File: src/rtl/jk_pkg.sv
// Shared types for the J/K drive sequencer.
// Optional checker is enabled by JK_DRV_CHECK_EN.
package jk_pkg;

  typedef enum logic [1:0] {
    OP_HOLD   = 2'd0,
    OP_RESET  = 2'd1,
    OP_SET    = 2'd2,
    OP_TOGGLE = 2'd3
  } jk_op_t;

  typedef enum logic [1:0] {
    ST_IDLE,
    ST_DRIVE,
    ST_SETTLE
  } jk_state_t;

  function automatic logic [1:0] jk_enc(input jk_op_t op);
    logic [1:0] jk;
    jk = 2'b00;
    case (op)
      OP_HOLD:   jk = 2'b00;
      OP_RESET:  jk = 2'b01;
      OP_SET:    jk = 2'b10;
      OP_TOGGLE: jk = 2'b11;
      default:   jk = 2'b00;
    endcase
    return jk;
  endfunction

endpackage

File: src/rtl/jk_ref_model.sv
// Expected-q model and sticky mismatch comparator.
// Only instantiated when JK_DRV_CHECK_EN is defined.
module jk_ref_model
  import jk_pkg::*;
(
  input  logic   clk,
  input  logic   rst_n,
  input  logic   drive,
  input  logic   check,
  input  jk_op_t op,
  input  logic   q,
  input  logic   qbar,
  output logic   exp_q,
  output logic   mismatch
);

  logic exp_vld;

  // track q per drive edge; compare once the model is anchored
  always_ff @(posedge clk or negedge rst_n) begin
    if (!rst_n) begin
      exp_q    <= 1'b0;
      exp_vld  <= 1'b0;
      mismatch <= 1'b0;
    end else begin
      if (drive) begin
        case (op)
          OP_SET: begin
            exp_q   <= 1'b1;
            exp_vld <= 1'b1;
          end
          OP_RESET: begin
            exp_q   <= 1'b0;
            exp_vld <= 1'b1;
          end
          OP_TOGGLE: exp_q <= ~exp_q;
          default: ;
        endcase
      end
      if (check && exp_vld &&
          ((q != exp_q) || (qbar == q)))
        mismatch <= 1'b1;
    end
  end

endmodule

File: src/rtl/jk_drive_ctrl.sv
// Command sequencer driving jk_ff j/k for N edges.
// Define JK_DRV_CHECK_EN to add exp_q/mismatch checking.
module jk_drive_ctrl
  import jk_pkg::*;
#(
  parameter int LEN_W = 8
) (
  input  logic             clk,
  input  logic             rst_n,
  input  logic             cmd_valid,
  input  logic [1:0]       cmd_op,
  input  logic [LEN_W-1:0] cmd_len,
  output logic             cmd_ready,
  output logic             j,
  output logic             k,
  output logic             busy,
  output logic             done,
  input  logic             q,
  input  logic             qbar
`ifdef JK_DRV_CHECK_EN
  ,
  output logic             exp_q,
  output logic             mismatch
`endif
);

  jk_state_t        state;
  jk_op_t           op_q;
  logic [LEN_W-1:0] cnt;
  logic [LEN_W-1:0] cnt_init;

  assign cnt_init = (cmd_len == '0) ? '0
                  : cmd_len - LEN_W'(1);

  // sequencer; ready/busy lag state by a cycle so
  // ready only returns after the done pulse
  always_ff @(posedge clk or negedge rst_n) begin
    if (!rst_n) begin
      state     <= ST_IDLE;
      op_q      <= OP_HOLD;
      cnt       <= '0;
      j         <= 1'b0;
      k         <= 1'b0;
      cmd_ready <= 1'b0;
      busy      <= 1'b0;
      done      <= 1'b0;
    end else begin
      done <= 1'b0;
      case (state)
        ST_IDLE: begin
          if (cmd_valid && cmd_ready) begin
            op_q      <= jk_op_t'(cmd_op);
            cnt       <= cnt_init;
            {j, k}    <= jk_enc(jk_op_t'(cmd_op));
            cmd_ready <= 1'b0;
            busy      <= 1'b1;
            state     <= ST_DRIVE;
          end else begin
            cmd_ready <= 1'b1;
            busy      <= 1'b0;
          end
        end
        ST_DRIVE: begin
          if (cnt != '0) begin
            cnt <= cnt - LEN_W'(1);
          end else begin
            {j, k} <= 2'b00;
            state  <= ST_SETTLE;
          end
        end
        ST_SETTLE: begin
          done  <= 1'b1;
          state <= ST_IDLE;
        end
        default: state <= ST_IDLE;
      endcase
    end
  end

`ifdef JK_DRV_CHECK_EN
  jk_ref_model u_ref (
    .clk      (clk),
    .rst_n    (rst_n),
    .drive    (state == ST_DRIVE),
    .check    (state != ST_DRIVE),
    .op       (op_q),
    .q        (q),
    .qbar     (qbar),
    .exp_q    (exp_q),
    .mismatch (mismatch)
  );
`else
  logic unused_fb;
  assign unused_fb = ^{q, qbar, op_q};
`endif

endmodule

File: config.mk
export PLATFORM = sky130hd
export DESIGN_NAME = jk_drive_ctrl
export DESIGN_NICKNAME = d
export VERILOG_FILES = /design/src/rtl/jk_pkg.sv /design/src/rtl/jk_ref_model.sv /design/src/rtl/jk_drive_ctrl.sv
export SDC_FILE = /design/constraint.sdc
export NUM_CORES = 1
export LEC_CHECK = 0
export ABC_AREA = 0
export BUFFER_PORTS_ARGS = -buffer_cell sky130_fd_sc_hd__buf_2
export CAP_MARGIN = 10
export CORE_MARGIN = 5
export CORE_UTILIZATION = 52
export CTS_BUF_LIST = sky130_fd_sc_hd__clkbuf_16
export DETAILED_ROUTE_END_ITERATION = 8
export PLACE_DENSITY = 0.76
export SLEW_MARGIN = 30
export SYNTH_ARGS = -nofsm -noshare
export SYNTH_HDL_FRONTEND = slang
export SYNTH_SLANG_ARGS = --single-unit
File: constraint.sdc
create_clock -name clk -period 2.7 [get_ports clk]
set_input_delay 0.135 -clock clk [delete_from_list [all_inputs] [get_ports clk]]
set_output_delay 0.135 -clock clk [all_outputs]
set_load 0.03 [all_outputs]
Word level (Yosys, flattened, before mapping). Index checks and enable logic that the tools add are counted. W data, S select, Z words.

Add/sub/neg operators: 2. Equality and inequality tests: 8. Muxes and demuxes: 16. Reductions and logical operators: 9.

Operators by type and width (count): $mux W8 (3); $pmux W8 S2 (1); $sub A8 B1 Y8 const B (2); $logic_not A8 Y1 (1); $pmux W2 S4 (1); $reduce_bool A8 Y1 (1); $eq A2 B2 Y1 const B (3); $mux W1 (6); $ne A2 B2 Y1 const B (3); $reduce_and A3 Y1 (2); $eq A2 B1 Y1 const B (2); $logic_not A2 Y1 (2); $mux W2 (2); $pmux W1 S2 (2); $pmux W2 S2 (1); $reduce_and A2 Y1 (1); $reduce_bool A2 Y1 (1); $logic_and A1 B1 Y1 (1).

Flip-flop bits (word level): 15. Bits of input ports: 15. Word-level logic and storage cells: 42.

Longest topological paths before layout. Gate-level depths: netlist of run 1.

Depth in word-level cells: 4. Depth in mapped cells: 7. Depth with buffers taken out: 6.

Worst setup path after synthesis of run 1. Ideal clock, no wire load.

Path kind: reg2reg. Start: register cnt[0]. End: register cnt[7]. Setup time: 0.126 ns. Arrival: 1.735 ns. Required time: 2.574 ns. Slack: 0.839 ns. Stages on the path, launching flop included: 7. Path buffers: 0. Period minus slack after synthesis: 1.861 ns. Path through: dfrtp_1 -> inv_1 -> ha_1 -> nor4b_1 -> a311oi_1 -> o21ai_0 -> a221o_1.

Cells in the longest elaborated chain, start to end: 3.

Ends and longest elaborated chain: start: declaration (RTL line jk_drive_ctrl.sv:29) `logic [LEN_W-1:0] cnt;`; start signal: assignment (RTL line jk_drive_ctrl.sv:53) `cnt <= cnt_init;`; start signal: assignment (RTL line jk_drive_ctrl.sv:65) `cnt <= cnt - LEN_W'(1);`; $sub A8 B1 Y8 or $reduce_bool A8 Y1 (tied branches) (RTL line jk_drive_ctrl.sv:65, jk_drive_ctrl.sv:64); $mux W8 or $ne A2 B2 Y1 (tied branches); $pmux W8 S2 or $reduce_and A3 Y1 (tied branches).

Several ways; a longest one is shown, not always the timed one. The select of a mux whose other input is x is not followed. A chain may end at the register's enable or synchronous reset.

Worst setup path in the final report of run 1.
Start: register cnt[0]. End: register cnt[5].

Same word-level chain as after synthesis.

==> impl_metrics.py, run 1 <==
metrics = {
    "run_status": {
        "status": "finished, final reports clean",
    },
    "setup_path": {
        "rrSetupSlack_ns": 0.64,
        "r2r_cells": 7,
        "crit_type": "reg2reg",
        "rr_endpoint": "cnt[5]",
        "worstSetupStartpoint": "cnt[0]",
        "end_kind": "flop",
        "critPathLaunchType": "flop",
        "worstPathMaxFanout": 13,
        "timing.rr.start": "cnt[0]",
        "worstPathArrival_ns": 2.19,
        "required_ns": 2.83,
    },
    "timing": {
        "finalCriticalPeriod_ns": 2.06,
        "final_max_slew_viol_count": 0,
        "tns_ns": 0,
        "tightest_slew_ns": 0.553,
        "fmax_mhz": 484,
        "hold_violations": 0,
        "setup_viol": 0,
        "fin_skew_ns": 0.00447,
        "setup_ws_ns": 0.635,
        "grt_setup_unrepaired": "no",
        "min_period_over_period_pct": 76.5,
        "slew_headroom_pct": 63.1,
    },
    "floorplan": {
        "core-area_um2": 1710,
        "fp.dieH_um": 52.4,
        "start_util_pct": 54.7,
        "dieArea_um2": 2740,
        "rows": 15,
        "ios": 20,
        "die_x_um": 52.4,
    },
    "routing": {
        "wire_per_inst_um": 14.0,
        "routed_via_density": 5.61,
        "firstDrtPassIters": 4,
        "drc": 0,
        "drt_iter0_drc": 10,
        "antenna_left": 0,
        "num_vias": 830,
        "wl_um": 2070,
    },
    "power": {
        "powerDensity_nw_per_um2": 1080,
        "swShare_pct": 38.5,
        "vdd_drop_max_v": 0.000658,
        "p_int_w": 0.000754,
        "seqPwrFrac_pct": 33.3,
        "comb_power_share_pct": 43.6,
        "switching_power_w": 0.000472,
        "p_clk_share_pct": 23.1,
        "p_leak_nw": 0.509,
    },
    "global_routing": {
        "grt_overflow": 0,
        "grt_pass1_wl_um": 3570,
        "grt_max_degree": 17,
        "grt_antenna_before_repair": 0,
        "grt_usage_pct": 18.0,
        "grt_pass1_vias": 835,
    },
    "clocking": {
        "cts_buffers": 3,
        "clockBufferDepth": 2,
        "clockRootBuffer": "clkbuf_16",
        "clk_pin_slew_ns": 0.05,
        "htreeDepth": 1,
        "cts_tree": "yes",
        "postCtsSetupRepairBufs": 0,
        "clock_sinks": 15,
        "insertion_delay_ns": 0.24,
    },
    "synth": {
        "ys_warn_count": 0,
        "ys_seq_area_share_pct": 40.2,
        "synth_cell_type_count": 37,
        "synthesis.area_um2": 933,
        "synth_nets": 121,
        "yosys_register_bits": 15,
        "syn_inst": 102,
        "syn_avg_cell_area_um2": 9.15,
    },
    "place": {
        "preCtsSetupSlack_ns": 0.697,
        "portBuffers": 17,
        "gp_congestion": 0.838,
        "dp_hpwl_um": 1560,
    },
    "final_layout": {
        "diodes": 0,
        "drive_gt1_share_pct": 22.8,
        "final_util_pct": 66.7,
        "area_growth_pct": 22.0,
        "final_nets": 143,
    },
    "min_path": {
        "holdCritStartpoint": "cmd_op[0]",
        "hold_path_end": "k",
        "min-delay-path-class": "in2reg",
        "min_path_cells": 3,
    },
    "job": {
        "drv_cap": 0,
    },
}
## worst max path at each step
| stage | to | cells past startpoint |
|---|---|---|
| 3_5_place_dp | cnt[5] | 7 |
| 4_1_cts | cnt[5] | 7 |
| 5_1_grt | cnt[5] | 7 |
| 2_1_floorplan | cnt[7] | 6 |
| 6_report | cnt[5] | 7 |
| 3_3_place_gp | cnt[5] | 7 |
## registers in the layout (all words and copies together), names as in the netlist
name       count
busy           1
cmd_ready      1
state          2
done           1
j              1
k              1
cnt            8
## cells in the final DEF, fill, tap and decap left out, drive strengths merged, types with 2 or more instances in the layout
cell / netlist / routed
and3: 2 / 2
nand2: 8 / 8
or4: 2 / 2
a31o: 2 / 2
buf: 1 / 18
a221o: 2 / 2
dfrtp: 15 / 15
o21ai: 10 / 10
a21oi: 6 / 6
o21a: 3 / 3
o221ai: 2 / 2
nor3: 5 / 5
nor4: 2 / 2
o31ai: 3 / 3
nor2: 6 / 6
clkbuf: 1 / 3
ha: 4 / 4
or3: 3 / 3
inv: 4 / 4
nand2b: 4 / 4
nor4b: 2 / 2
nor2b: 2 / 2
## synthesized netlist by cell type
library cell,count,share of area (%)
clkbuf_1,1,0.40
a221o_1,2,2.1
nor2b_1,2,1.3
nor4_1,2,1.3
o211ai_1,1,0.80
a21oi_1,6,3.2
nor3_1,5,2.7
a31o_2,2,1.9
o21a_1,3,2.4
and2_1,1,0.67
o31ai_2,1,1.3
o31ai_1,2,1.6
a32o_1,1,1.1
o221ai_1,2,1.9
and3_1,2,1.3
o21ai_0,10,5.4
a311oi_1,1,0.94
xor2_1,1,0.94
nor2_1,6,2.4
nor4b_1,2,1.9
a22o_1,1,0.94
nand3_1,1,0.54
dfrtp_1,15,40
buf_2,1,0.54
or2_2,1,0.67
o21bai_1,1,0.80
or4_4,1,1.2
nand2_1,8,3.2
o32ai_1,1,0.94
ha_1,4,5.4
or3_1,3,2.0
a211o_1,1,0.94
or3b_2,1,0.94
or4_1,1,0.80
o31a_1,1,0.94
inv_1,4,1.6
nand2b_1,4,2.7
## cells by family (layout without fill, tap and decap cells)
group                    after synthesis  in the layout  share of synthesized area (%)
AO/OA/AOI/OAI                         36             36                           27.2
XOR/XNOR                               1              1                          0.939
adder cells (fa/ha/maj)                4              4                           5.36
buffers and inverters                  6             27                           2.55
flip-flops                            15             15                           40.2
AND/OR/NAND/NOR                       40             40                           23.7
## final cells by class
class / instances / area, um^2
Multi-Input combinational cell: 81 / 534
Clock buffer: 3 / 75.1
Inverter: 4 / 15.0
Clock inverter: 1 / 5.00
Tap cell: 25 / 31.3
Sequential cell: 15 / 375
Timing Repair Buffer: 19 / 103
Fill cell: 153 / 569
## worst max-delay path, stage by stage, from the launching register on
cell      delay, ns
dfrtp_1        0.40
inv_1          0.08
ha_1           0.20
nor4b_1        0.16
a311oi_1       0.47
buf_4          0.27
o21ai_0        0.13
a32o_1         0.24
## stage by stage
step / hold slack (ns) / cell area (um^2) / instances / power, W
CTS: 0.0948 / 1140 / 148 / 0.00123
detailed placement: 0.0513 / 1050 / 143 / 0.000942
finish: 0.0938 / 1140 / 148 / 0.00123
global route: 0.107 / 1140 / 148 / 0.00132
global placement: 0.0469 / 1050 / 143 / 0.000924
floorplan: -0.161 / 933 / 102 / 0.000807
## power by group through the flow
stage | Combinational, W | Clock (W) | Sequential [W]
after floorplan | 0.000364 | 0 | 0.000443
after global placement | 0.000518 | 0 | 0.000406
after detailed placement | 0.000532 | 0 | 0.000410
after CTS | 0.000536 | 0.000291 | 0.000407
after global routing | 0.000597 | 0.000299 | 0.000424
final | 0.000534 | 0.000283 | 0.000409
## layer usage
layer  up-vias  part of all wire [%]  GRT usage [%]
met5         -                     0              0
met4         0                   1.1           5.11
met3         4                   4.4           5.98
met2        13                    50           30.8
met1       378                    44           21.1
li1        435                     -              -
## repair_timing
item,in CTS,in global routing
resized for setup,0,0
endpoints found under the hold margin,15,0
hold buffers,1,0
(Power assumes the default switching activity.)
==> run 2: changes to the inputs <==
- clock period: 2.7 -> 2 ns (I/O delays scaled with it)
==> impl_metrics.py, run 2 (synthesized netlist as in run 1, its figures left out) <==
metrics = {
    "run_status": {
        "status": "finished, final reports clean",
    },
    "routing": {
        "num_vias": 912,
        "firstDrtPassIters": 4,
        "wl_um": 2270,
        "wire_per_inst_um": 15.1,
        "drt_iter0_drc": 21,
        "routed_via_density": 6.04,
        "antenna_left": 0,
        "drc": 0,
    },
    "clocking": {
        "clockBufferDepth": 2,
        "ctsResizeCount": 0,
        "clock_sinks": 15,
        "cts_tree": "yes",
        "insertion_delay_ns": 0.25,
        "clk_pin_slew_ns": 0.05,
        "clockRootBuffer": "clkbuf_16",
        "htreeDepth": 1,
        "cts_buffers": 3,
    },
    "setup_path": {
        "worstPathMaxFanout": 8,
        "crit_slowest_cell": "dfrtp_1",
        "crit_chain": "inv_1 > ha_1 > nor4b_1 > a311oi_1 > buf_4 > and3_1 > a221o_1",
        "end_kind": "flop",
        "critPathLaunchType": "flop",
        "crit_type": "reg2reg",
        "required_ns": 2.13,
        "worstPathArrival_ns": 1.98,
        "slowest_delay_ns": 0.41,
    },
    "place": {
        "preCtsSetupSlack_ns": 0.0848,
        "post_dp_cell_area_um2": 1060,
        "dp_hpwl_um": 1610,
        "portBuffers": 17,
        "gp_congestion": 0.812,
    },
    "global_routing": {
        "grt_pass1_wl_um": 3600,
        "grt_overflow": 0,
        "grt_antenna_before_repair": 0,
        "grt_pass1_vias": 840,
        "grt_max_degree": 17,
        "grt_usage_pct": 17.8,
    },
    "final_layout": {
        "top_register": "cnt",
        "layout_commonest_cell": "buf_2",
        "reg_top3": "cnt x8, state x2",
        "largest_register_ffs": 8,
        "final_nets": 146,
        "fill_cells": 141,
        "final_area_um2": 1160,
        "diodes": 0,
        "final_cell_mix": "buf_2, dfrtp_1, o21ai_0, nand2_1",
        "area_growth_pct": 24.4,
        "drive_gt1_share_pct": 24.6,
        "final_util_pct": 68.0,
    },
    "timing": {
        "min_period_over_period_pct": 92.5,
        "setup_viol": 0,
        "hold_slack_ns": 0.0631,
        "hold_violations": 0,
        "tightest_slew_ns": 0.574,
        "finalCriticalPeriod_ns": 1.85,
        "setup_ws_ns": 0.151,
        "fmax_mhz": 541,
        "fin_skew_ns": 0.00146,
        "final_max_slew_viol_count": 0,
        "slew_headroom_pct": 61.7,
    },
    "floorplan": {
        "fp.dieH_um": 52.4,
        "ios": 20,
        "dieArea_um2": 2740,
        "rows": 15,
        "start_util_pct": 54.7,
        "die_x_um": 52.4,
        "core-area_um2": 1710,
    },
    "power": {
        "p_int_w": 0.00104,
        "swShare_pct": 39.0,
        "p_clk_share_pct": 22.8,
        "comb_power_share_pct": 44.4,
        "p_leak_nw": 0.523,
        "powerDensity_nw_per_um2": 1470,
        "switching_power_w": 0.000668,
        "vdd_drop_max_v": 0.000845,
        "seqPwrFrac_pct": 32.8,
    },
    "job": {
        "drv_cap": 0,
    },
    "min_path": {
        "min-delay-path-class": "in2reg",
    },
}
-- run 2: final cells by class --
cell class / instances / area (um^2) / area share, %
clock buffers: 3 / 75.1 / 6.47
clock inverters: 1 / 5.00 / 0.431
inverters: 4 / 15.0 / 1.29
repair buffers: 22 / 125 / 10.8
well taps: 25 / 31.3 / 2.69
multi-input cells: 81 / 534 / 46.0
flip-flops and latches: 15 / 375 / 32.3
-- run 2: final timing paths --
path                           start  endpoint  slack [ns]  cells after the start
setup / recovery              cnt[0]    cnt[6]        0.15                      7
hold / removal             cmd_op[1]         j        0.06                      3
setup reg to reg              cnt[0]    cnt[6]        0.15                      7
hold reg to reg                 busy      busy        0.51                      2
max in group asynchronous      rst_n    cnt[0]        1.46                      2
min in group asynchronous      rst_n         j        0.30                      2
-- run 2: per-layer routing --
layer  global-route usage, %  vias to the layer above  part of all wire, %
li1                        -                      433                    -
met1                    21.0                      440                   42
met2                    31.6                       36                   51
met3                    3.42                        3                  5.1
met4                    6.38                        0                 0.92
met5                       0                        -                    0
-- run 2: power groups by stage --
stage / sequential [W] / clock (W) / combinational [W]
after CTS: 0.000557 / 0.000396 / 0.000735
after global placement: 0.000550 / 0 / 0.000705
final: 0.000561 / 0.000390 / 0.000761
after floorplan: 0.000598 / 0 / 0.000491
after global routing: 0.000576 / 0.000408 / 0.000837
after detailed placement: 0.000558 / 0 / 0.000724
-- run 2: metrics by stage --
step	instances	power [W]	setup TNS [ns]
floorplan	102	0.00109	0
global placement	144	0.00126	0
detailed placement	144	0.00128	0
CTS	149	0.00169	0
global route	151	0.00182	-0.0114
finish	151	0.00171	0
-- run 2: worst max-delay path: cells and delay by family, from the launching register on --
| family | cells | cell delay, ns |
|---|---|---|
| AND/OR/NAND/NOR | 2 | 0.48 |
| AO/OA/AOI/OAI | 2 | 0.41 |
| flip-flops | 1 | 0.41 |
| buffers and inverters | 2 | 0.28 |
| adder cells (fa/ha/maj) | 1 | 0.16 |
-- run 2: repair_timing --
item	in CTS	in global routing
setup buffers	0	2
setup endpoints to repair	0	2
endpoints found under the hold margin	15	0
hold buffers	1	0
==> run 3: changes to the inputs <==
- CORE_UTILIZATION: 52 -> 45
- PLACE_DENSITY: 0.76 -> 0.67
==> impl_metrics.py, run 3 (synthesized netlist as in run 1, its figures left out) <==
metrics = {
    "run_status": {
        "status": "finished, final reports clean",
    },
    "routing": {
        "drt_iter0_drc": 16,
        "antenna_left": 0,
        "routed_via_density": 5.51,
        "wl_um": 2100,
        "wire_per_inst_um": 13.8,
        "firstDrtPassIters": 4,
        "num_vias": 838,
        "drc": 0,
    },
    "clocking": {
        "clock_sinks": 15,
        "clockRootBuffer": "clkbuf_16",
        "cts_tree": "yes",
        "postCtsSetupRepairBufs": 0,
        "clockBufferDepth": 2,
        "clk_pin_slew_ns": 0.05,
        "htreeDepth": 1,
        "insertion_delay_ns": 0.24,
        "cts_buffers": 3,
    },
    "final_layout": {
        "diodes": 0,
        "seqCellArea_um2": 375,
        "area_growth_pct": 25.1,
        "final_util_pct": 59.5,
        "final_nets": 145,
        "drive_gt1_share_pct": 24.8,
        "layout_commonest_cell": "buf_2",
        "reg_top3": "cnt x8, state x2",
        "fill_cells": 185,
        "largest_register_ffs": 8,
        "multi_input_area_um2": 547,
        "top_register": "cnt",
        "final_cell_mix": "buf_2, dfrtp_1, o21ai_0, nand2_1",
    },
    "setup_path": {
        "crit_type": "reg2reg",
        "required_ns": 2.13,
        "critPathLaunchType": "flop",
        "end_kind": "flop",
        "worstPathMaxFanout": 15,
        "worstPathArrival_ns": 1.96,
    },
    "global_routing": {
        "grt_antenna_before_repair": 0,
        "grt_pass1_wl_um": 3590,
        "grt_pass1_vias": 749,
        "grt_overflow": 0,
        "grt_max_degree": 17,
        "grt_usage_pct": 14.9,
    },
    "timing": {
        "finalCriticalPeriod_ns": 1.84,
        "min_period_over_period_pct": 91.8,
        "fin_skew_ns": 0.00411,
        "tns_ns": 0,
        "slew_headroom_pct": 64.4,
        "fmax_mhz": 545,
        "hold_slack_ns": 0.0590,
        "final_max_slew_viol_count": 0,
        "setup_viol": 0,
        "hold_violations": 0,
        "tightest_slew_ns": 0.534,
        "grt_setup_unrepaired": "no",
    },
    "min_path": {
        "min-delay-path-class": "in2reg",
    },
    "power": {
        "p_leak_nw": 0.523,
        "switching_power_w": 0.000648,
        "powerDensity_nw_per_um2": 1450,
        "comb_power_share_pct": 45.2,
        "vdd_drop_max_v": 0.000927,
        "swShare_pct": 38.4,
        "p_clk_share_pct": 22.2,
        "seqPwrFrac_pct": 32.7,
        "p_int_w": 0.00104,
    },
    "floorplan": {
        "die_x_um": 55.5,
        "fp.dieH_um": 55.5,
        "dieArea_um2": 3090,
        "core-area_um2": 1960,
        "rows": 16,
        "start_util_pct": 47.6,
        "ios": 20,
    },
    "place": {
        "portBuffers": 17,
        "gp_congestion": 0.842,
        "dp_hpwl_um": 1640,
    },
    "job": {
        "drv_cap": 0,
    },
}
-- run 3: power by group through the flow --
stage	clock, W	sequential [W]	combinational, W
final	0.000374	0.000552	0.000762
after global routing	0.000399	0.000573	0.000858
after CTS	0.000387	0.000545	0.000759
after detailed placement	0	0.000549	0.000753
after global placement	0	0.000544	0.000735
after floorplan	0	0.000598	0.000491
-- run 3: stage by stage --
stage / area, um^2 / setup WS, ns / cells / power (W)
finish: 1170 / 0.164 / 152 / 0.00169
global route: 1170 / 0.0167 / 152 / 0.00183
CTS: 1150 / 0.0574 / 152 / 0.00169
detailed placement: 1070 / 0.0625 / 147 / 0.00130
global placement: 1070 / 0.129 / 147 / 0.00128
floorplan: 933 / 0.139 / 102 / 0.00109
-- run 3: worst paths after layout --
kind                            startpoint     end  slack (ns)  cells past startpoint
worst max register to register      cnt[1]  cnt[7]        0.16                      7
worst min register to register        busy    busy        0.50                      2
worst max-delay path                cnt[1]  cnt[7]        0.16                      7
worst min-delay path             cmd_op[1]       j        0.06                      3
max in group asynchronous            rst_n  cnt[1]        1.46                      2
min in group asynchronous            rst_n  cnt[5]        0.28                      2
-- run 3: timing repair --
item,4_1_cts,5_1_grt
hold endpoints to repair,15,0
resized for setup,0,2
hold buffers,1,0
setup endpoints to repair,0,2
-- run 3: cell type report --
| cell class | instances | area share, % |
|---|---|---|
| timing repair buffer | 21 | 10.1 |
| sequential | 15 | 32.2 |
| inverter | 4 | 1.29 |
| clock buffer | 3 | 6.43 |
| multi-input combinational | 81 | 46.8 |
| tap | 27 | 2.89 |
| clock inverter | 1 | 0.322 |
-- run 3: critical path, cell delays in order (launching register included) --
cell,delay [ns]
dfrtp_1,0.38
inv_1,0.07
ha_1,0.17
nor4b_2,0.16
a311oi_2,0.23
buf_4,0.24
o21ai_0,0.10
a221o_1,0.36
-- run 3: layer usage --
metal | routed length (um) | track usage, % | vias up
li1 | - | - | 435
met3 | 103 | 6.06 | 4
met5 | 0 | 0 | -
met2 | 952 | 21.8 | 17
met4 | 23 | 4.86 | 0
met1 | 1020 | 19.8 | 382
